===== config.mk =====
export PLATFORM = sky130hd
export DESIGN_NAME = instr_gen
export DESIGN_NICKNAME = d
export VERILOG_FILES = /design/src/rtl/instr_gen.sv
export SDC_FILE = /design/constraint.sdc
export NUM_CORES = 1
export LEC_CHECK = 0
export BUFFER_PORTS_ARGS = -buffer_cell sky130_fd_sc_hd__buf_2
export CAP_MARGIN = 20
export CELL_PAD_IN_SITES_DETAIL_PLACEMENT = 0
export CELL_PAD_IN_SITES_GLOBAL_PLACEMENT = 1
export CORE_ASPECT_RATIO = 1.1
export CORE_UTILIZATION = 45
export DETAILED_ROUTE_END_ITERATION = 8
export PLACE_DENSITY_LB_ADDON = 0.1
export SLEW_MARGIN = 20
export SYNTH_ARGS = -nofsm -noshare
export SYNTH_HDL_FRONTEND = slang
export SYNTH_SLANG_ARGS = --single-unit

===== constraint.sdc =====
create_clock -name clk -period 5.86 [get_ports clk]
set_input_delay 0.293 -clock clk [delete_from_list [all_inputs] [get_ports clk]]
set_output_delay 0.293 -clock clk [all_outputs]
set_load 0.1 [all_outputs]

===== src/rtl/instr_gen.sv =====
// Pseudo-random memory instruction generator: a 32-bit Galois LFSR feeds
// write/read/move candidates that are issued in bursts separated by idle gaps.
module instr_gen #(
    parameter int DATA_WIDTH       = 32,
    parameter int BYTE_ADDR_WIDTH  = 8,
    parameter int BANKS_ADDR_WIDTH = 2,
    parameter int BURST_LEN        = 4,
    parameter int GAP_LEN          = 2
) (
    input  logic                                        clk,
    input  logic                                        rst,
    input  logic                                        start,
    input  logic                                        seed_load,
    input  logic [31:0]                                 seed,
    input  logic [15:0]                                 num_instr,
    input  logic [2:0]                                  op_en,
    input  logic                                        hold,
    output logic [1:0]                                  op,
    output logic [BYTE_ADDR_WIDTH+BANKS_ADDR_WIDTH-1:0] addr,
    output logic [DATA_WIDTH-1:0]                       din,
    output logic                                        busy,
    output logic                                        done,
    output logic [15:0]                                 issued
);

    localparam int AW = BYTE_ADDR_WIDTH + BANKS_ADDR_WIDTH;
    localparam logic [15:0] BURST_MAX = 16'(BURST_LEN);
    localparam logic [15:0] GAP_LAST  = (GAP_LEN > 0) ? 16'(GAP_LEN - 1) : 16'd0;
    localparam logic [31:0] LFSR_MASK = 32'h8020_0003;

    typedef enum logic [1:0] {IDLE, ISSUE, GAP, DONE} state_t;

    state_t          state_q, state_d;
    logic [31:0]     lfsr_q, lfsr_d;
    logic [15:0]     rem_q, rem_d;
    logic [15:0]     burst_q, burst_d;
    logic [15:0]     issued_q, issued_d;
    logic [15:0]     gap_q, gap_d;
    logic [1:0]      op_q, op_d;
    logic [AW-1:0]   addr_q, addr_d;
    logic [DATA_WIDTH-1:0] din_q, din_d;
    logic            busy_q, busy_d;
    logic            done_q, done_d;

    logic [1:0]      cand_op;
    logic            cand_en;
    logic [DATA_WIDTH-1:0] cand_din;

    function automatic logic [31:0] lfsr_step(input logic [31:0] s);
        return (s >> 1) ^ (s[0] ? LFSR_MASK : 32'h0);
    endfunction

    // Zero-extend or truncate a 32-bit value onto the data bus width.
    function automatic logic [DATA_WIDTH-1:0] fit_dw(input logic [31:0] v);
        logic [DATA_WIDTH-1:0] r;
        r = '0;
        for (int i = 0; i < DATA_WIDTH && i < 32; i++) r[i] = v[i];
        return r;
    endfunction

    always_comb begin
        cand_op  = lfsr_q[1:0];
        cand_en  = 1'b0;
        cand_din = '0;
        case (cand_op)
            2'b01: begin cand_en = op_en[0]; cand_din = fit_dw(lfsr_q); end
            2'b10: begin cand_en = op_en[1]; end
            2'b11: begin cand_en = op_en[2]; cand_din = fit_dw(32'(lfsr_q[31:32-AW])); end
            default: cand_en = 1'b0;
        endcase
    end

    always_comb begin
        state_d  = state_q;
        lfsr_d   = lfsr_q;
        rem_d    = rem_q;
        burst_d  = burst_q;
        issued_d = issued_q;
        gap_d    = gap_q;
        op_d     = 2'b00;
        addr_d   = '0;
        din_d    = '0;
        case (state_q)
            IDLE, DONE: begin
                if (seed_load) lfsr_d = (seed == 32'h0) ? 32'h1 : seed;
                if (start && op_en != 3'b000) begin
                    rem_d    = num_instr;
                    issued_d = '0;
                    burst_d  = '0;
                    state_d  = (num_instr == 16'd0) ? DONE : ISSUE;
                end
            end
            ISSUE: begin
                if (!hold) begin
                    lfsr_d = lfsr_step(lfsr_q);
                    if (cand_en) begin
                        op_d     = cand_op;
                        addr_d   = lfsr_q[AW+1:2];
                        din_d    = cand_din;
                        issued_d = issued_q + 16'd1;
                        rem_d    = rem_q - 16'd1;
                        burst_d  = burst_q + 16'd1;
                        // Finishing the run wins over closing the burst.
                        if (rem_q == 16'd1) begin
                            state_d = DONE;
                        end else if (burst_q + 16'd1 == BURST_MAX) begin
                            burst_d = '0;
                            gap_d   = '0;
                            if (GAP_LEN > 0) state_d = GAP;
                        end
                    end
                end
            end
            GAP: begin
                if (gap_q == GAP_LAST) state_d = ISSUE;
                else                   gap_d   = gap_q + 16'd1;
            end
            default: state_d = IDLE;
        endcase
        busy_d = (state_d == ISSUE) || (state_d == GAP);
        done_d = (state_d == DONE);
    end

    always_ff @(posedge clk) begin
        if (rst) begin
            state_q  <= IDLE;
            lfsr_q   <= 32'h1;
            rem_q    <= '0;
            burst_q  <= '0;
            issued_q <= '0;
            gap_q    <= '0;
            op_q     <= 2'b00;
            addr_q   <= '0;
            din_q    <= '0;
            busy_q   <= 1'b0;
            done_q   <= 1'b0;
        end else begin
            state_q  <= state_d;
            lfsr_q   <= lfsr_d;
            rem_q    <= rem_d;
            burst_q  <= burst_d;
            issued_q <= issued_d;
            gap_q    <= gap_d;
            op_q     <= op_d;
            addr_q   <= addr_d;
            din_q    <= din_d;
            busy_q   <= busy_d;
            done_q   <= done_d;
        end
    end

    assign op     = op_q;
    assign addr   = addr_q;
    assign din    = din_q;
    assign busy   = busy_q;
    assign done   = done_q;
    assign issued = issued_q;

endmodule

# --- Word-level counts from Yosys, hierarchy flattened ---
# Cells that the tools add are included.
totals:
  register_bits: 144
  inputBits: 56
  output_inout_bits: 62
  wordCells: 84
op_classes:
  addsub: 4
  n_eq_ne: 19
  mux: 34
  n_bitwise: 3
  n_reduce_logical: 13
ops:
  columns: ["op", "count"]
  rows:
  - ["$mux 16", 15]
  - ["$mux 32", 4]
  - ["$pmux 16 s2", 4]
  - ["$pmux 32 s2", 2]
  - ["$add 16x1->16 const B", 3]
  - ["$eq 16x1->1 const B", 2]
  - ["$logic_not 32->1", 1]
  - ["$xor 31x32->32", 1]
  - ["$eq 16x3->1 const B", 1]
  - ["$logic_not 16->1", 1]
  - ["$sub 16x1->16 const B", 1]
  - ["$mux 2", 7]
  - ["$ne 2x2->1 const B", 7]
  - ["$eq 2x2->1 const B", 6]
  - ["$eq 2x1->1 const B", 3]
  - ["$pmux 2 s3", 1]
  - ["$reduce_and 6->1", 1]
  - ["$reduce_and 4->1", 1]
  - ["$reduce_bool 2->1", 2]
  - ["$reduce_or 4->1", 1]
  - ["$pmux 1 s3", 1]
  - ["$reduce_and 3->1", 1]
  - ["$reduce_bool 3->1", 1]
  - ["$logic_not 2->1", 1]
  - ["4 further kinds", 5]

# --- Logic depth before layout (Yosys ltp) ---
logic_depth:
  depth_word: 9
  mapped_depth: 12

# --- Least setup slack after synthesis ---
# OpenSTA, ideal clock, no wires.
synth_timing:
  path_kind: "register to register"
  start: "register rem_q[0]"
  end: "register rem_q[14]"
  arrival_time_ns: 2.448
  required_ns: 5.765
  setup_slack_ns: 3.317
  path_stages_with_launch: 10
  n_path_buf: 0
  period_less_slack_ns: 2.543
  cell_sequence: "dfxtp_1 > inv_1 > ha_1 > or3b_4 > or4_4 > or4_4 > nor3_2 > nand2_1 > a21o_1 > a221oi_1"
synth_between:
  elab_chain_cells: 4
synth_rtl:
  columns: ["element", "line_no", "text"]
  rows:
  - ["from (decl)", "35", "logic [15:0] rem_q, rem_d;"]
  - ["from (signal assigned)", "140", "rem_q <= rem_d;"]
  - ["$sub 16x1->16", "101", "rem_d = rem_q - 16'd1;"]
  - ["$mux 16", "96", "if (cand_en) begin"]
  - ["$mux 16", "94", "if (!hold) begin"]
  - ["$pmux 16 s2", "83", "case (state_q)"]
# Every way passes these cells. The select of a mux whose other input is x is not followed.
# A chain may end at the register's enable or synchronous reset.

# --- Worst setup path in the final report ---
layout_timing:
  start: "register lfsr_q[0]"
  end: "register burst_q[11]"
layout_between:
  elab_chain_cells: 4
layout_rtl:
  columns: ["element", "line_no", "text"]
  rows:
  - ["from (decl)", "34", "logic [31:0] lfsr_q, lfsr_d;"]
  - ["from (signal assigned)", "139", "lfsr_q <= lfsr_d;"]
  - ["$eq 2x2->1 or $eq 2x1->1 (tied branches)", "65", "case (cand_op)"]
  - ["$pmux 1 s3 *", "65", null]
  - ["$ne 2x2->1 (no line) *", null, null]
  - ["$reduce_and 4->1 (no line) *", null, null]
  - ["to (signal assigned)", "141", "burst_q <= burst_d;"]
  - ["to (decl)", "36", "logic [15:0] burst_q, burst_d;"]
# Every way passes the cells marked *; elsewhere a longest branch is shown, timed or not.

==> impl_metrics.csv <==
group,metric,value,unit
critical_path,slowest_stage,"o31ai_2",
timing,max_freq,261,MHz
clock_tree,cts_tree,"built",
synthesis,synth_flop_cell,"dfxtp_1",
job,maxCapViolCount,0,
synthesis,yosysTopAreaCell,"dfxtp_1",
clock_tree,clock_latency,0.42,ns
min_path,hold_class,"input port to flip-flop",
finish,antenna_cells,0,
synthesis,ys_ff_latch,144,
clock_tree,htree_num_levels,4,
routing,wl,16900,um
timing,finalMaxSlewViolations,0,
synthesis,yosysWarnings,0,
synthesis,synth-simple-area-share,0.254,
critical_path,r2r_slack,2.03,ns
synthesis,synth_adder_area_share,0.0245,
place,numPortBuffers,117,
timing,finClkSkew,0.00635,ns
power_and_ir_drop,power_density,364,nW/um2
clock_tree,cts_resized,0,
critical_path,crit_type,"flip-flop to flip-flop",
place,place_hpwl,11700,um
timing,fin_setup_tns,0,ns
synthesis,synth_edf_count,0,
floorplanning,die_w,118,um
synthesis,synthCells,770,
synthesis,synthXorXnorAreaFrac,0.0396,
grt,grt_overflow_total,0,
finish,layout-drive-gt1-share,0.194,
timing,period_minus_slack,3.83,ns
synthesis,synth.net_count,839,
grt,antenna_found_initial,0,
critical_path,max_stage_delay,0.92,ns
clock_tree,cts_sinks,144,
timing,period_share,0.654,
synthesis,seq_area_frac_synth,0.434,
critical_path,crit_required,6.12,ns
timing,setup_violations,0,
critical_path,crit_start,"lfsr_q[0]$_SDFFE_PP1P_",
floorplanning,initial_core_util,0.462,
routing,drc,0,
floorplanning,die_h,129,um
finish,final_util,0.550,
min_path,hold_start,"num_instr[0]",
timing,rsz0062_at_grt,"no",
clock_tree,ctsHoldBuffers,0,
finish,syn_to_final_growth,19.1,%
floorplanning,dieArea,15200,um2
floorplanning,io_pins,118,
critical_path,cp_top_family,"compound AO/OA/AOI/OAI gates",
outcome,status,"finished clean",
floorplanning,rows,46,
timing,relSlewSlack,0.304,
clock_tree,cts_buffers,17,
synthesis,synth_area_leaders,"dfxtp_1 43%, nor2_1 5.5%, mux2i_1 5.3%",
synthesis,synth.distinct_cells,65,
synthesis,synth_area_per_cell,8.63,um2
timing,tightest_slew,1.04,ns
routing,first_iter_violations,341,
routing,vias,5847,
grt,grt_pass1_wl,27400,um
timing,worst_slack,2.03,ns
routing,first_pass_iters,5,
critical_path,endpoint_kind,"flip-flop",
routing,ant_nets,0,
routing,drt-vias-per-instance,5.46,
timing,finalHoldViolCount,0,
synthesis,synth_compound_area_frac,0.151,
clock_tree,clk_pin_slew_worst_paths,0.06,ns
critical_path,timing.critical_path.buf_inv,0,
clock_tree,cts-root-buf,"clkbuf_16",
routing,wl_per_cell,15.8,um
place,gp_congestion,0.844,
floorplanning,coreArea,14400,um2
clock_tree,cts_setup_buffers,0,
power_and_ir_drop,power_leakage,3.22,nW
critical_path,crit_fanout,33,
grt,grt_max_degree,73,
synthesis,synth_top_family_by_area,"simple AND/OR/NAND/NOR gates",
critical_path,timing.rr.start,"lfsr_q[0]$_SDFFE_PP1P_",
synthesis,synth_top_area_frac,0.434,
finish,nets,934,
synthesis,synth_area,6640,um2
grt,grt.total_usage,0.226,
critical_path,crit_chain,"ha_1 -> a222oi_1 -> or3_1 -> a22o_1 -> o31ai_2 -> nor2_1",
synthesis,synth_mux_area_frac,0.0528,
place,place_ws,2.00,ns
critical_path,start_kind,"flip-flop",
clock_tree,clockBufferDepth,2,
power_and_ir_drop,ir_worst_vdd,225,uV
finish,num-fill-cells,1383,
synthesis,async_flop_share,0,
critical_path,crit_arrival,4.09,ns
grt,grt_pass1_vias,5546,
==> synth_stat cells, types with 13 or more instances <==
cell type  number
or3_1          19
mux2i_1        35
a21oi_1        46
a211oi_1       31
nor3_1         19
xor2_1         15
xnor2_1        15
nand2_1        54
and3_1         31
nor2_1         98
inv_1          20
nand3_1        17
nor4_1         19
ha_1           13
o21ai_0        35
dfxtp_1       144
clkbuf_1       38
==> kinds of logic (layout without fill, tap and decap cells) <==
| group | after synthesis | after routing |
|---|---|---|
| AND/OR/NAND/NOR | 323 | 323 |
| AO/OA/AOI/OAI | 158 | 158 |
| multiplexers | 35 | 35 |
| flip-flops | 144 | 144 |
| adder cells (fa/ha/maj) | 13 | 13 |
| XOR/XNOR | 30 | 30 |
| buffers and inverters | 67 | 175 |
==> where the power goes <==
group / total (mW) / switching, mW / internal, mW
combinational: 0.655 / 0.415 / 0.240
clock: 1.07 / 0.418 / 0.655
sequential: 1.15 / 0.0881 / 1.06
==> final timing paths <==
kind	to	depth (start not counted)
setup / recovery	burst_q[11]$_SDFFE_PP0P_	6
hold / removal	rem_q[0]$_SDFFE_PP0P_	3
setup reg to reg	burst_q[11]$_SDFFE_PP0P_	6
hold reg to reg	burst_q[1]$_SDFFE_PP0P_	2
==> per-stage QoR <==
step	std cells	area [um2]	hold slack (ns)	total power, mW
3_3_place_gp	1038	7320	0.462	1.81
5_1_grt	1070	7910	0.187	3.03
2_1_floorplan	770	6640	0.452	1.66
3_5_place_dp	1038	7320	0.473	1.82
4_1_cts	1070	7910	0.174	2.90
6_report	1070	7910	0.187	2.88
==> placed cells by master, fill, tap and decap left out, drive strengths merged, types with 12 or more instances in the layout <==
cell type and n:
mux2i 35, nand3 18, and3 32, or3 20, xor2 15, a22oi 12, o21ai 35, buf 123
nand2 54, nand4 13, ha 13, clkbuf 22, nor4 20, inv 24, xnor2 15, nor2 98
nor3 20, a211oi 31, a21oi 46, dfxtp 144, and2 13
==> worst reg2reg max path, delay by kind of cell, from the launching register on <==
kind                     cells  cell delay (ns)
adder cells (fa/ha/maj)      1             0.89
flip-flops                   1             0.47
AO/OA/AOI/OAI                3             1.65
AND/OR/NAND/NOR              2             0.67
==> sequential cells by signal, summed over array words and instances (netlist names) <==
register	count
op	2
din	32
state_q	2
gap_q	16
done	1
rem_q	16
busy	1
addr	10
issued	16
burst_q	16
lfsr_q	32
==> routing by layer <==
| metal | share of wire | track usage |
|---|---|---|
| met5 | 0 | 0 |
| met4 | 0.015 | 0.0822 |
| met3 | 0.048 | 0.0559 |
| met2 | 0.50 | 0.394 |
| met1 | 0.44 | 0.271 |
==> final cells by class <==
| class | count | area (um2) | area share |
|---|---|---|---|
| multi-input cells | 559 | 3490 | 0.441 |
| flip-flops and latches | 144 | 2880 | 0.364 |
| repair buffers | 123 | 631 | 0.0797 |
| clock buffers | 22 | 464 | 0.0587 |
| well taps | 192 | 240 | 0.0304 |
| clock inverters | 10 | 126 | 0.0160 |
| inverters | 20 | 75.1 | 0.00949 |
No activity file was read; power rests on OpenSTA's default activity.
